### src/rtl/life_wb_packer.sv
// Writeback packer: collects NUM_PE-bit next-state groups into WORD_SIZE-bit
// words and writes them to one of two BRAM banks with backpressure and a done pulse.
module life_wb_packer #(
  parameter int WORD_SIZE    = 16,
  parameter int NUM_PE       = 2,
  parameter int BOARD_SIZE   = 128,
  parameter int MAX_ADDR     = BOARD_SIZE * BOARD_SIZE / WORD_SIZE,
  parameter int LOG_MAX_ADDR = $clog2(MAX_ADDR)
) (
  input  logic                    clk_in,
  input  logic                    rst_in,
  input  logic                    start_in,
  input  logic                    bank_sel_in,
  input  logic                    valid_in,
  input  logic [NUM_PE-1:0]       data_in,
  output logic                    ready_out,
  input  logic                    mem_busy_in,
  output logic                    wr_en_out,
  output logic [LOG_MAX_ADDR:0]   addr_w_out,
  output logic [WORD_SIZE-1:0]    data_w_out,
  output logic                    done_out
);

  localparam int GROUPS = WORD_SIZE / NUM_PE;
  localparam int GW     = (GROUPS > 1) ? $clog2(GROUPS) : 1;

  typedef enum logic [1:0] {
    IDLE = 2'd0,
    FILL = 2'd1,
    DONE = 2'd2
  } state_t;

  state_t                  state;
  state_t                  state_next;
  logic [WORD_SIZE-1:0]    pack;
  logic [WORD_SIZE-1:0]    pack_next;
  logic [GW-1:0]           grp_cnt;
  logic [LOG_MAX_ADDR-1:0] word_idx;
  logic [LOG_MAX_ADDR-1:0] idx_after_take;
  logic                    bank;
  logic                    accept;
  logic                    word_done;
  logic                    taken;
  logic                    last_take;

  // Handshake and write-completion decode
  always_comb begin
    ready_out      = (state == FILL) && !(wr_en_out && mem_busy_in);
    accept         = valid_in && ready_out;
    word_done      = accept && (grp_cnt == GW'(GROUPS - 1));
    taken          = wr_en_out && !mem_busy_in;
    last_take      = taken && (word_idx == LOG_MAX_ADDR'(MAX_ADDR - 1));
    // The cast keeps this legal when a single group fills the whole word.
    pack_next      = (pack << NUM_PE) | WORD_SIZE'(data_in);
    if (taken) begin
      idx_after_take = word_idx + LOG_MAX_ADDR'(1);
    end else begin
      idx_after_take = word_idx;
    end
  end

  // Next-state logic; start_in overrides every other event
  always_comb begin
    state_next = state;
    case (state)
      IDLE: begin
        if (start_in) begin
          state_next = FILL;
        end else begin
          state_next = IDLE;
        end
      end
      FILL: begin
        if (start_in) begin
          state_next = FILL;
        end else if (last_take) begin
          state_next = DONE;
        end else begin
          state_next = FILL;
        end
      end
      DONE: begin
        if (start_in) begin
          state_next = FILL;
        end else begin
          state_next = DONE;
        end
      end
      default: state_next = IDLE;
    endcase
  end

  // State register
  always_ff @(posedge clk_in or posedge rst_in) begin
    if (rst_in) begin
      state <= IDLE;
    end else begin
      state <= state_next;
    end
  end

  // Packing datapath and write-port registers
  always_ff @(posedge clk_in or posedge rst_in) begin
    if (rst_in) begin
      pack       <= '0;
      grp_cnt    <= '0;
      word_idx   <= '0;
      bank       <= 1'b0;
      wr_en_out  <= 1'b0;
      addr_w_out <= '0;
      data_w_out <= '0;
      done_out   <= 1'b0;
    end else if (start_in) begin
      pack      <= '0;
      grp_cnt   <= '0;
      word_idx  <= '0;
      bank      <= bank_sel_in;
      wr_en_out <= 1'b0;
      done_out  <= 1'b0;
    end else begin
      done_out <= last_take;
      if (accept) begin
        pack <= pack_next;
        if (word_done) begin
          grp_cnt <= '0;
        end else begin
          grp_cnt <= grp_cnt + GW'(1);
        end
      end
      // word_idx stops at the last word instead of wrapping.
      if (taken && !last_take) begin
        word_idx <= word_idx + LOG_MAX_ADDR'(1);
      end
      if (last_take) begin
        wr_en_out <= 1'b0;
      end else if (word_done) begin
        wr_en_out  <= 1'b1;
        data_w_out <= pack_next;
        addr_w_out <= {bank, idx_after_take};
      end else if (taken) begin
        wr_en_out <= 1'b0;
      end
    end
  end

endmodule

### config.mk
export PLATFORM = sky130hd
export DESIGN_NAME = life_wb_packer
export DESIGN_NICKNAME = d
export VERILOG_FILES = /design/src/rtl/life_wb_packer.sv
export SDC_FILE = /design/constraint.sdc
export NUM_CORES = 1
export LEC_CHECK = 0
export CAP_MARGIN = 15
export CELL_PAD_IN_SITES_DETAIL_PLACEMENT = 1
export CELL_PAD_IN_SITES_GLOBAL_PLACEMENT = 2
export CORE_ASPECT_RATIO = 1.25
export CORE_MARGIN = 2
export CORE_UTILIZATION = 39
export DETAILED_ROUTE_END_ITERATION = 10
export MAX_ROUTING_LAYER = met4
export PLACE_DENSITY = 0.92
export SLEW_MARGIN = 30
export SYNTH_ARGS = -nofsm -noshare
export SYNTH_HDL_FRONTEND = slang
export SYNTH_SLANG_ARGS = --single-unit
### constraint.sdc
create_clock -name clk_in -period 5.5 [get_ports clk_in]
set_input_delay 1.375 -clock clk_in [delete_from_list [all_inputs] [get_ports clk_in]]
set_output_delay 1.375 -clock clk_in [all_outputs]
set_load 0.02 [all_outputs]
; ---- Word level (Yosys, flattened, before mapping)
; Cells that the tools add are included.
[op_classes]
n_addsub = 2
reduce_logical = 15
n_bitwise = 3
n_mux = 18
eq_ne = 4
[op_table]
columns = op, count
row1 = 10-bit two-way mux, 3
row2 = 14-bit two-way mux, 2
row3 = 16-bit by 2-bit bitwise OR with 16-bit output, 1
row4 = "10-bit by 1-bit adder with 10-bit output, second input constant", 1
row5 = "10-bit equality test, second input constant", 1
row6 = 3-bit two-way mux, 3
row7 = 1-bit logical AND, 7
row8 = 1-bit two-way mux, 6
row9 = 2-bit two-way mux, 3
row10 = 2-bit case mux with 3 select lines, 1
row11 = 2-bit nonzero test, 2
row12 = 4-bit nonzero test, 1
row13 = "3-bit by 1-bit adder with 3-bit output, second input constant", 1
row14 = "3-bit equality test, second input constant", 1
row15 = 1-bit zero test, 3
row16 = 3-bit AND reduction, 1
row17 = "2-bit by 1-bit equality test with 1-bit output, second input constant", 1
row18 = "2-bit equality test, second input constant", 1
row19 = 2-bit zero test, 1
row20 = 1-bit NOT, 2
[totals]
elab_cells = 51
regBits = 59
output_inout_bits = 30

; ---- Logic depth before layout (Yosys ltp)
[logic_depth]
word_depth = 8
ltp_mapped = 7
depth_no_buf = 6

; ---- Worst setup path before layout
; No wires, ideal clock.
[synth_timing]
path_kind = input to output
from = in mem_busy_in
to = out ready_out
stages = 1
required_ns = 4.125
arrival_time_ns = 1.734
n_path_buf = 0
slack_ns = 2.391
path_cell_list = a21oi_1
[synth_between]
elab_chain_cells = 3
[synth_rtl]
columns = element, line
row1 = from (decl), 17  ; input logic mem_busy_in,
row2 = 1-bit logical AND, 48  ; ready_out = (state == FILL) && !(wr_en_out && mem_busy_in);
row3 = 1-bit zero test, 48
row4 = 1-bit logical AND, 48
row5 = to (decl), 16  ; output logic ready_out,
; Every way passes these cells.

; ---- Final worst setup path
; Same ends and word-level chain as after synthesis.

==> results by group <==
Timing
  – Max Fclk: 248 MHz
  – Min Tclk post-route: 4.03 ns
  – Slew HR: 51.4%
  – Setup TNS: 0 ns
  – Worst clock skew: 0.0127 ns
  – Actual slew at the worst max-slew pin: 0.728 ns
  – Final Hold Viols: 0
  – Crit share post-route: 73.3%
  – RSZ-0062 raised after global routing: no
  – Fin. max-slew vios: 0
  – Final setup fails: 0

Layout
  – Area occupied by multi-input gates: 1180 µm²
  – # nets final: 284
  – Share of cells above drive strength 1: 17.6%
  – Final Util: 49.2%
  – Seq. cell area: 1480 µm²
  – Design Area, Final: 3390 µm²
  – Fill cells: 745
  – Syn-to-layout area delta: 23.4%
  – Ant diodes: 0

Critical path
  – Worst path max stage delay: 0.62 ns
  – Crit Path Max Fanout: 7
  – Crit path top cell by count: clkdlybuf4s50_1
  – Worst Path Arrival: 2.66 ns
  – Crit path kind: input port to output port
  – CP startpoint kind: input port
  – Crit path cell chain: clkdlybuf4s50_1 -> a21oi_1 -> clkdlybuf4s50_1
  – CP max stage cell: clkdlybuf4s50_1
  – Critical Path Sink Type: output port
  – CP Data Required Time: 4.12 ns

Clocking
  – Root buffer cell: clkbuf_8
  – Clk_lat worst skew: 0.35 ns
  – Post-CTS Resized: 0
  – CTS tree: done
  – CTS Buffer Depth: 2
  – CTS sink count: 59
  – H-tree depth: 3
  – Postcts setup bufs: 0
  – Hold buffers post-CTS: 0
  – Worst-path clk slew: 0.07 ns
  – TritonCTS Buffers: 9

Power
  – Int Pwr: 0.000725 W
  – Net Sw Power: 0.000196 W
  – Clock power frac: 48.8%
  – Worst vdd ir: 0.000131 V
  – Leak: 1.59 nW
  – Flop pwr share: 47.8%
  – Power Density: 272 nW/µm²
  – Pwr Total: 0.000922 W
  – Comb pwr share: 3.5%
  – Sw frac: 21.3%

Floorplan
  – Chip height: 97.9 µm
  – Top-Level Pins: 38
  – Die width: 79.1 µm
  – Core Region: 6890 µm²
  – Die area: 7740 µm²
  – Rows: 34
  – Starting Density: 39.9%

Drt
  – Vias per cell: 5.20
  – Iter 0 DRT Violations: 77
  – Detailed-route DRC error count: 0
  – Drt pass-1 iters: 4
  – Total number of vias: 1913
  – Avg WL per Cell: 15.7 µm
  – Routed Antenna Nets: 0
  – DRT Wirelength: 5.77 mm

Global routing
  – Vias in the first global route: 1986
  – Initial antenna violation count: 0
  – First-pass GRT wire length: 9.98 mm
  – GRT Overall Usage: 17.3%
  – Largest net degree at the start of global routing: 40
  – GRT overflow: 0

Logic synthesis
  – Yosys top cell area share: 53.7%
  – Mapped Nets: 249
  – Top post-synthesis cells by count: dfrtp_1 (59), nand2_1 (35), a21oi_1 (27)
  – Post-Synth Simple-Gate Area: 16.4%
  – Post-synth top area cell: dfrtp_1
  – XOR/XNOR Fraction of Synth Area: 2.87%
  – Ys Warns: 0
  – Adder-cell share of the synthesized area: 1.37%
  – Combinational family with the most area after synthesis: simple AND/OR/NAND/NOR gates
  – Mapped Area: 2750 µm²
  – Yosys cell types: 39
  – Asr flop ratio synth: 100%
  – Post-synthesis register bit count: 59
  – Most common cell in the netlist: dfrtp_1
  – Post-synth EDFFs: 0
  – Top_reg_cell synth: dfrtp_1
  – Area contributors post-synth: dfrtp_1 (54%), mux2_4 (11%), a21oi_1 (4.9%), nand2_1 (4.8%), mux2_2 (2.0%)
  – Sequential-to-total area share from yosys stat: 53.7%
  – Mean Syn Cell Area: 11.5 µm²
  – Synth Area in Compound Gates: 8.47%
  – Mux contribution to synthesized area: 13.7%
  – Cell count after synthesis: 238

Placed design
  – RePlAce Congestion: 0.761
  – IO Port Bufs: 37
  – Post-DP HPWL: 3.83 mm
  – Area after DPL: 3170 µm²

Run
  – Max-cap viol count: 0

Min path
  – Min-Delay Path Class: flip-flop to flip-flop

Run status
  – Status: finished, final reports clean
-- worst paths after layout --
| check | startpoint | end | slack (ns) | depth (start not counted) |
|---|---|---|---|---|
| max | mem_busy_in | ready_out | 1.47 | 3 |
| min | state[1]$_DFF_PP0_ | state[0]$_DFF_PP0_ | 0.50 | 1 |
| max reg2reg | word_idx[0]$_DFFE_PP0P_ | data_w_out[0]$_DFFE_PP0P_ | 3.17 | 5 |
| min reg2reg | state[1]$_DFF_PP0_ | state[0]$_DFF_PP0_ | 0.50 | 1 |
| max in group asynchronous | rst_in | addr_w_out[4]$_DFFE_PP0P_ | 3.27 | 3 |
| min in group asynchronous | rst_in | bank$_DFFE_PP0P_ | 1.35 | 2 |
-- metal layers --
metal / GRT usage, % / routed length [µm] / vias to the layer above / share of wire (%)
met1: 22.0 / 2640 / 970 / 46
met3: 3.33 / 154 / 10 / 2.7
met2: 26.3 / 2840 / 34 / 49
li1: - / - / 899 / -
met5: - / 0 / - / 0
met4: 8.75 / 133 / 0 / 2.3
-- area by class of cell --
cell class	count	share of cell area (%)
clock buffers	11	4.46
clock inverters	5	2.21
inverters	4	0.442
multi-input cells	160	34.7
flip-flops and latches	59	43.5
well taps	90	3.32
repair buffers	39	11.4
-- layout by cell type (no fill, tap or decap), types with 2 or more instances in the layout --
| master | n |
|---|---|
| dfrtp_1 | 59 |
| clkdlybuf4s50_1 | 37 |
| nand2_1 | 35 |
| a21oi_1 | 27 |
| mux2_4 | 20 |
| clkbuf_8 | 11 |
| nor2_1 | 8 |
| nand3_1 | 7 |
| xnor2_1 | 5 |
| mux2_2 | 5 |
| nand2b_1 | 4 |
| and3_1 | 4 |
| nand3b_1 | 4 |
| xor2_1 | 4 |
| a31oi_1 | 4 |
| inv_1 | 3 |
| nor3_1 | 3 |
| o21bai_1 | 3 |
| ha_1 | 3 |
| clkinv_2 | 3 |
| and4_1 | 2 |
| nor3b_1 | 2 |
| mux2i_1 | 2 |
| nor2b_1 | 2 |
| a41oi_1 | 2 |
| bufinv_16 | 2 |
| buf_4 | 2 |
-- stage by stage --
step	setup WS [ns]	hold WS (ns)	instances
global route	1.39	0.525	368
detailed placement	1.45	0.491	352
CTS	1.45	0.501	368
floorplan	2.39	0.455	238
global placement	1.48	0.473	352
finish	1.47	0.497	368
-- state kept, by name (all words and copies together) (netlist names) --
register,cells
addr_w_out,11
bank,1
data_w_out,16
done_out,1
grp_cnt,3
pack,14
state,2
word_idx,10
wr_en_out,1
-- power by group through the flow --
stage	combinational [W]	clock [W]	sequential (W)
after floorplan	0.0000194	0	0.000448
after global placement	0.0000318	0	0.000448
after detailed placement	0.0000331	0	0.000448
after CTS	0.0000331	0.000459	0.000440
after global routing	0.0000365	0.000479	0.000441
final	0.0000319	0.000450	0.000440
-- worst max-delay path: cells and delay by family --
| family | cells | cell delay [ns] |
|---|---|---|
| compound gates | 1 | 0.18 |
| buf+inv | 2 | 1.10 |
-- cell families after synthesis --
kind of cell	after synthesis
adders and majority gates	3
DFF	59
and+or+nand+nor	81
xor gates and xnor gates	9
muxes	27
AOI/OAI and AO/OA	40
buffers and inverters	19
Power figures use the tool's default switching activity.
==> patch 1 (same flow settings) <==
Reset style: synchronous (`rst_in`), changed in 2 clocked blocks.
--- a/src/rtl/life_wb_packer.sv
+++ b/src/rtl/life_wb_packer.sv
@@ -91,7 +91,7 @@
   end
 
   // State register
-  always_ff @(posedge clk_in or posedge rst_in) begin
+  always_ff @(posedge clk_in) begin
     if (rst_in) begin
       state <= IDLE;
     end else begin
@@ -100,7 +100,7 @@
   end
 
   // Packing datapath and write-port registers
-  always_ff @(posedge clk_in or posedge rst_in) begin
+  always_ff @(posedge clk_in) begin
     if (rst_in) begin
       pack       <= '0;
       grp_cnt    <= '0;
Function: differs if rst_in is asserted again (counterexample within 4 cycles, from zero or initial values and one cycle with rst_in high); with rst_in held inactive, the same outputs for 10 cycles.
==> patch 1 against the original RTL <==
  * Routed wire length up 4.6%
  * Worst setup slack worse by 0.24 ns
  * Total power down 8.0%
  * Area after synthesis down 11%
  * Sequential cell count unchanged
  * Cell area down 10%
  * Via count is 13% higher
  * Sequential share of layout area decreased by 4.7 points
==> patch 1: results (changes against the original RTL) <==
The average cell area after synthesis came out at 8.51 um2 (-26%). Sequential-to-total area share from yosys stat: 48.4% (-5.3 points). The run finished with clean final reports. The logs give 392 (+11%) for the placed cell count and 0.000430 W (-2%) for the total sequential power. The total detailed-routing wirelength was 6.03 mm (+4.6%). For the total routing resource utilization after global routing, the log shows 19.7% (+2.4 points). For the net total in the final layout, the log shows 329 (+16%). Fraction of registers with async set/reset: 0% (-100 points). For the power consumption, the log shows 0.000848 W (-8.0%). The run gives 92 (+19%) as the iteration-0 DRC count of the detailed router. The path with the worst hold slack has its endpoint at pack[12]. In the post-synthesis netlist, the biggest area contributors are dfxtp_1, a21oi_1, nand2_1.

Complex-gate fraction of the synthesized area: 20.7% (+12 points). The run gives 0.00285 mm2 (-10%) as the post-placement cell area. The commonest cells after synthesis are dfxtp_1, a21oi_1, nand2_1. The detailed-routing iteration count for the pre-antenna-repair pass was 5 (+1); the data arrival time of the worst path was 2.89 ns (+0.23 ns). The number of unique standard cell types used by synthesis came out at 40 (+2.6%). The logs give 2113 (+6.4%) for the via count of the first global-routing pass and 407 (+11%) for the non-filler instance count after layout. The largest net degree at the start of global routing was 31 (-23%); the critical-path maximum fanout was 5 (-2). The minimum setup slack among reg-to-reg paths was 3.07 ns (-0.10 ns). The multiplexer fraction of the synthesized cell area was 0.820% (-13 points); the half-perimeter wire length after detailed placement was 3.92 mm (+2.4%).
-- patch 1: cell families (layout without fill, tap and decap cells) --
group / count (synthesis) / count (layout)
buffers and inverters: 21 / 56
DFF: 59 / 59
AOI/OAI and AO/OA: 90 / 90
muxes: 2 / 2
and+or+nand+nor: 105 / 105
adders and majority gates: 3 / 3
xor gates and xnor gates: 7 / 7
-- patch 1: layout make-up --
| class | count | area (um2) |
|---|---|---|
| Clock buffer | 13 | 159 |
| Clock inverter | 2 | 35.0 |
| Fill cell | 755 | 3090 |
| Inverter | 1 | 3.75 |
| Multi-Input combinational cell | 207 | 1160 |
| Sequential cell | 59 | 1180 |
| Tap cell | 85 | 106 |
| Timing Repair Buffer | 40 | 393 |
-- patch 1: layer usage --
metal | track usage (%) | up-vias | wire length (um)
li1 | - | 1086 | -
met4 | 8.93 | 0 | 133
met2 | 33.0 | 40 | 3200
met3 | 4.13 | 10 | 153
met5 | - | - | 0
met1 | 22.0 | 1031 | 2550
==> patch 2 (same flow settings) <==
Made on the original files. Change the parameter `WORD_SIZE` from 16 to 8.
--- a/src/rtl/life_wb_packer.sv
+++ b/src/rtl/life_wb_packer.sv
@@ -1,7 +1,7 @@
 // Writeback packer: collects NUM_PE-bit next-state groups into WORD_SIZE-bit
 // words and writes them to one of two BRAM banks with backpressure and a done pulse.
 module life_wb_packer #(
-  parameter int WORD_SIZE    = 16,
+  parameter int WORD_SIZE    = 8,
   parameter int NUM_PE       = 2,
   parameter int BOARD_SIZE   = 128,
   parameter int MAX_ADDR     = BOARD_SIZE * BOARD_SIZE / WORD_SIZE,
Interface: changed (resized addr_w_out and data_w_out); port bits go from 38 to 31. The function was not compared with the original's and may differ.
==> patch 2 against the original RTL <==
  * Sequential power decreased by 23%
  * Worst setup slack lost 0.084 ns
  * Combinational power is 83% higher
  * Area after synthesis down 23%
  * Total power decreased by 33%
  * Critical path depth up 1
  * Cell area shrank 24%
  * Sequential cell count shrank 15
  * Routed wire length shrank 24%
  * Largest power group is now sequential cells
==> patch 2: results (changes against the original RTL) <==
The tools report the origin of the critical flop-to-flop path as state[1]. The CTS clock-pin slew for the worst setup and hold paths is 0.09 ns (+0.02 ns), and the half-perimeter wire length after detailed placement is 2.96 mm (-23%). Yosys attributes the largest share of cell area to dfrtp_1, mux2_4, mux2i_1. The first-pass GRT wire length is 7.69 mm (-23%). The number of buffers added by the clock tree synthesis step is 5 (-4). Minimum setup slack among reg-to-reg paths: 3.18 ns (about the same). Cell chosen for the clock root: clkbuf_8. The logs give 213 (-25%) for the net total in the final layout and 0 (unchanged) for the count of yosys warnings during synthesis. After synthesis, the most frequently instantiated cells are dfrtp_1, mux2_4, nor2_1. The leakage power is 1.18 nW (-26%), and the detailed-routing iteration count for the pre-antenna-repair pass is 4 (unchanged).

The clock latency of the later-clocked register in the worst-skew pair was 0.30 ns (-0.05 ns). The master of the slowest instance on the critical path was clkdlybuf4s50_1. The run finished with clean final reports. The logs give 0.158 mV (+21%) for the maximum ir drop on the vdd rail and 2.74 ns (+0.08 ns) for the data arrival time of the worst path.

The tools report the total routing resource utilization after global routing as 16.7% (-0.57 points). Internal power of the cells: 0.000465 W (-36%). The iteration-0 DRC count of the detailed router is 55 (-29%), and the maximum number of buffers from clock root to sink is 2 (unchanged). The tools report the routability-driven placement congestion ratio as 0.810 (+6.4%).

The number of buffers inserted by port buffering is 30 (-19%), and the number of unique standard cell types used by synthesis is 39 (unchanged). The tools report the max-slew violation count as 0 (unchanged). The detail-routed via count per cell is 5.22 (+0.42%). Relative max-transition margin: 51.2% (-0.13 points). The tools report the setup skew after layout as 0.00290 ns (-0.00979 ns). The run gives 51.7% (-2.0 points) as the sequential-to-total area share from yosys stat.

The fraction of registers with async set/reset is 100% (unchanged). The tools report the level count of the clock H-tree as 2 (-1). For the post-CTS repair timing setup buffer count, the log shows 0 (unchanged). Largest net degree at the start of global routing: 45 (+13%). The largest registers in the layout are addr_w_out: 12 flops, word_idx: 11 flops, data_w_out: 8 flops. The tools report the number of diodes as 0 (unchanged). In this run the most critical hold path is launched from state[1].

The number of antenna violations at the first check in global routing is 0 (unchanged), and the critical-path maximum fanout is 4 (-3). The routed length per instance was 16.3 um (+4.3%). The power per cell area is 239 mW/mm2 (-12%), and the post-placement cell area is 0.00248 mm2 (-22%).

The run gives 578 (-22%) as the fill cell total of the finished layout. The fraction of layout cells with a size suffix above 1 was 19.6% (+2.0 points); the worst stage delay on the critical path was 0.61 ns. For the net count after synthesis, the log shows 181 (-27%).

The run gives 0 (unchanged) as the post-CTS resize count. In this run the worst hold path is classified as flop to flop. The tools report the worst hold margin as 0.475 ns (-0.0217 ns). The kind of cell with the highest combined delay along the critical path is buffers and inverters.

The via count of the first global-routing pass was 1564 (-21%). Tracing the worst setup path back leads to its startpoint at mem_busy_in.
[patch 2: changes by cell type in the layout (fill, tap and decap cells not counted), sizes merged, moves of 5 or more]
cell,before,now
nand2,36,9
a21oi,27,9
dfrtp,59,44
clkdlybuf4s50,37,30
nor2,8,15
clkbuf,11,6
mux2,25,20
mux2i,2,7
[patch 2: final cells by class]
| cell class | count | area share, % |
|---|---|---|
| multi-input cells | 115 | 37.1 |
| clock buffers | 6 | 3.21 |
| repair buffers | 34 | 12.8 |
| flip-flops and latches | 44 | 42.8 |
| clock inverters | 2 | 0.583 |
| well taps | 64 | 3.11 |
| inverters | 3 | 0.437 |
[patch 2: cell families after synthesis]
family | share of synthesized area (%)
AO/OA/AOI/OAI | 6.82
XOR/XNOR | 4.53
adder cells (fa/ha/maj) | 1.18
buffers and inverters | 3.82
flip-flops | 51.7
multiplexers | 17.0
AND/OR/NAND/NOR | 14.9
[patch 2: metrics by stage]
stage | cells | setup slack (ns) | power [W]
3_3_place_gp | 260 | 1.44 | 0.000404
2_1_floorplan | 171 | 2.43 | 0.000379
4_1_cts | 268 | 1.40 | 0.000624
3_5_place_dp | 260 | 1.40 | 0.000406
5_1_grt | 268 | 1.35 | 0.000645
6_report | 268 | 1.39 | 0.000616
[patch 2: path summary, 6_finish.rpt]
path                                       end  cells after the start
worst min-delay path                  state[0]                      1
min in group asynchronous       addr_w_out[11]                      3
worst min register to register        state[0]                      1
max in group asynchronous        addr_w_out[2]                      3
worst max-delay path                 ready_out                      4
worst max register to register   addr_w_out[9]                      5
[patch 2: power groups by stage]
stage	Clock [W]	Combinational, W	Sequential (W)
after CTS	0.000224	0.0000598	0.000340
after detailed placement	0	0.0000598	0.000346
after global placement	0	0.0000582	0.000346
after floorplan	0	0.0000257	0.000353
final	0.000218	0.0000585	0.000340
after global routing	0.000240	0.0000632	0.000342
[patch 2: metal layers]
layer	vias up	share of wire [%]	GRT usage (%)
met1	708	43	19.3
met3	7	2.9	3.95
met5	-	0	-
met4	0	1.4	5.42
li1	662	-	-
met2	22	53	28.8
[patch 2: worst reg2reg max path: cells and delay by family (launching register included)]
family / cells / cell delay (ns)
flops: 1 / 0.40
simple gates: 3 / 1.12
buf+inv: 1 / 0.32
mux: 1 / 0.37
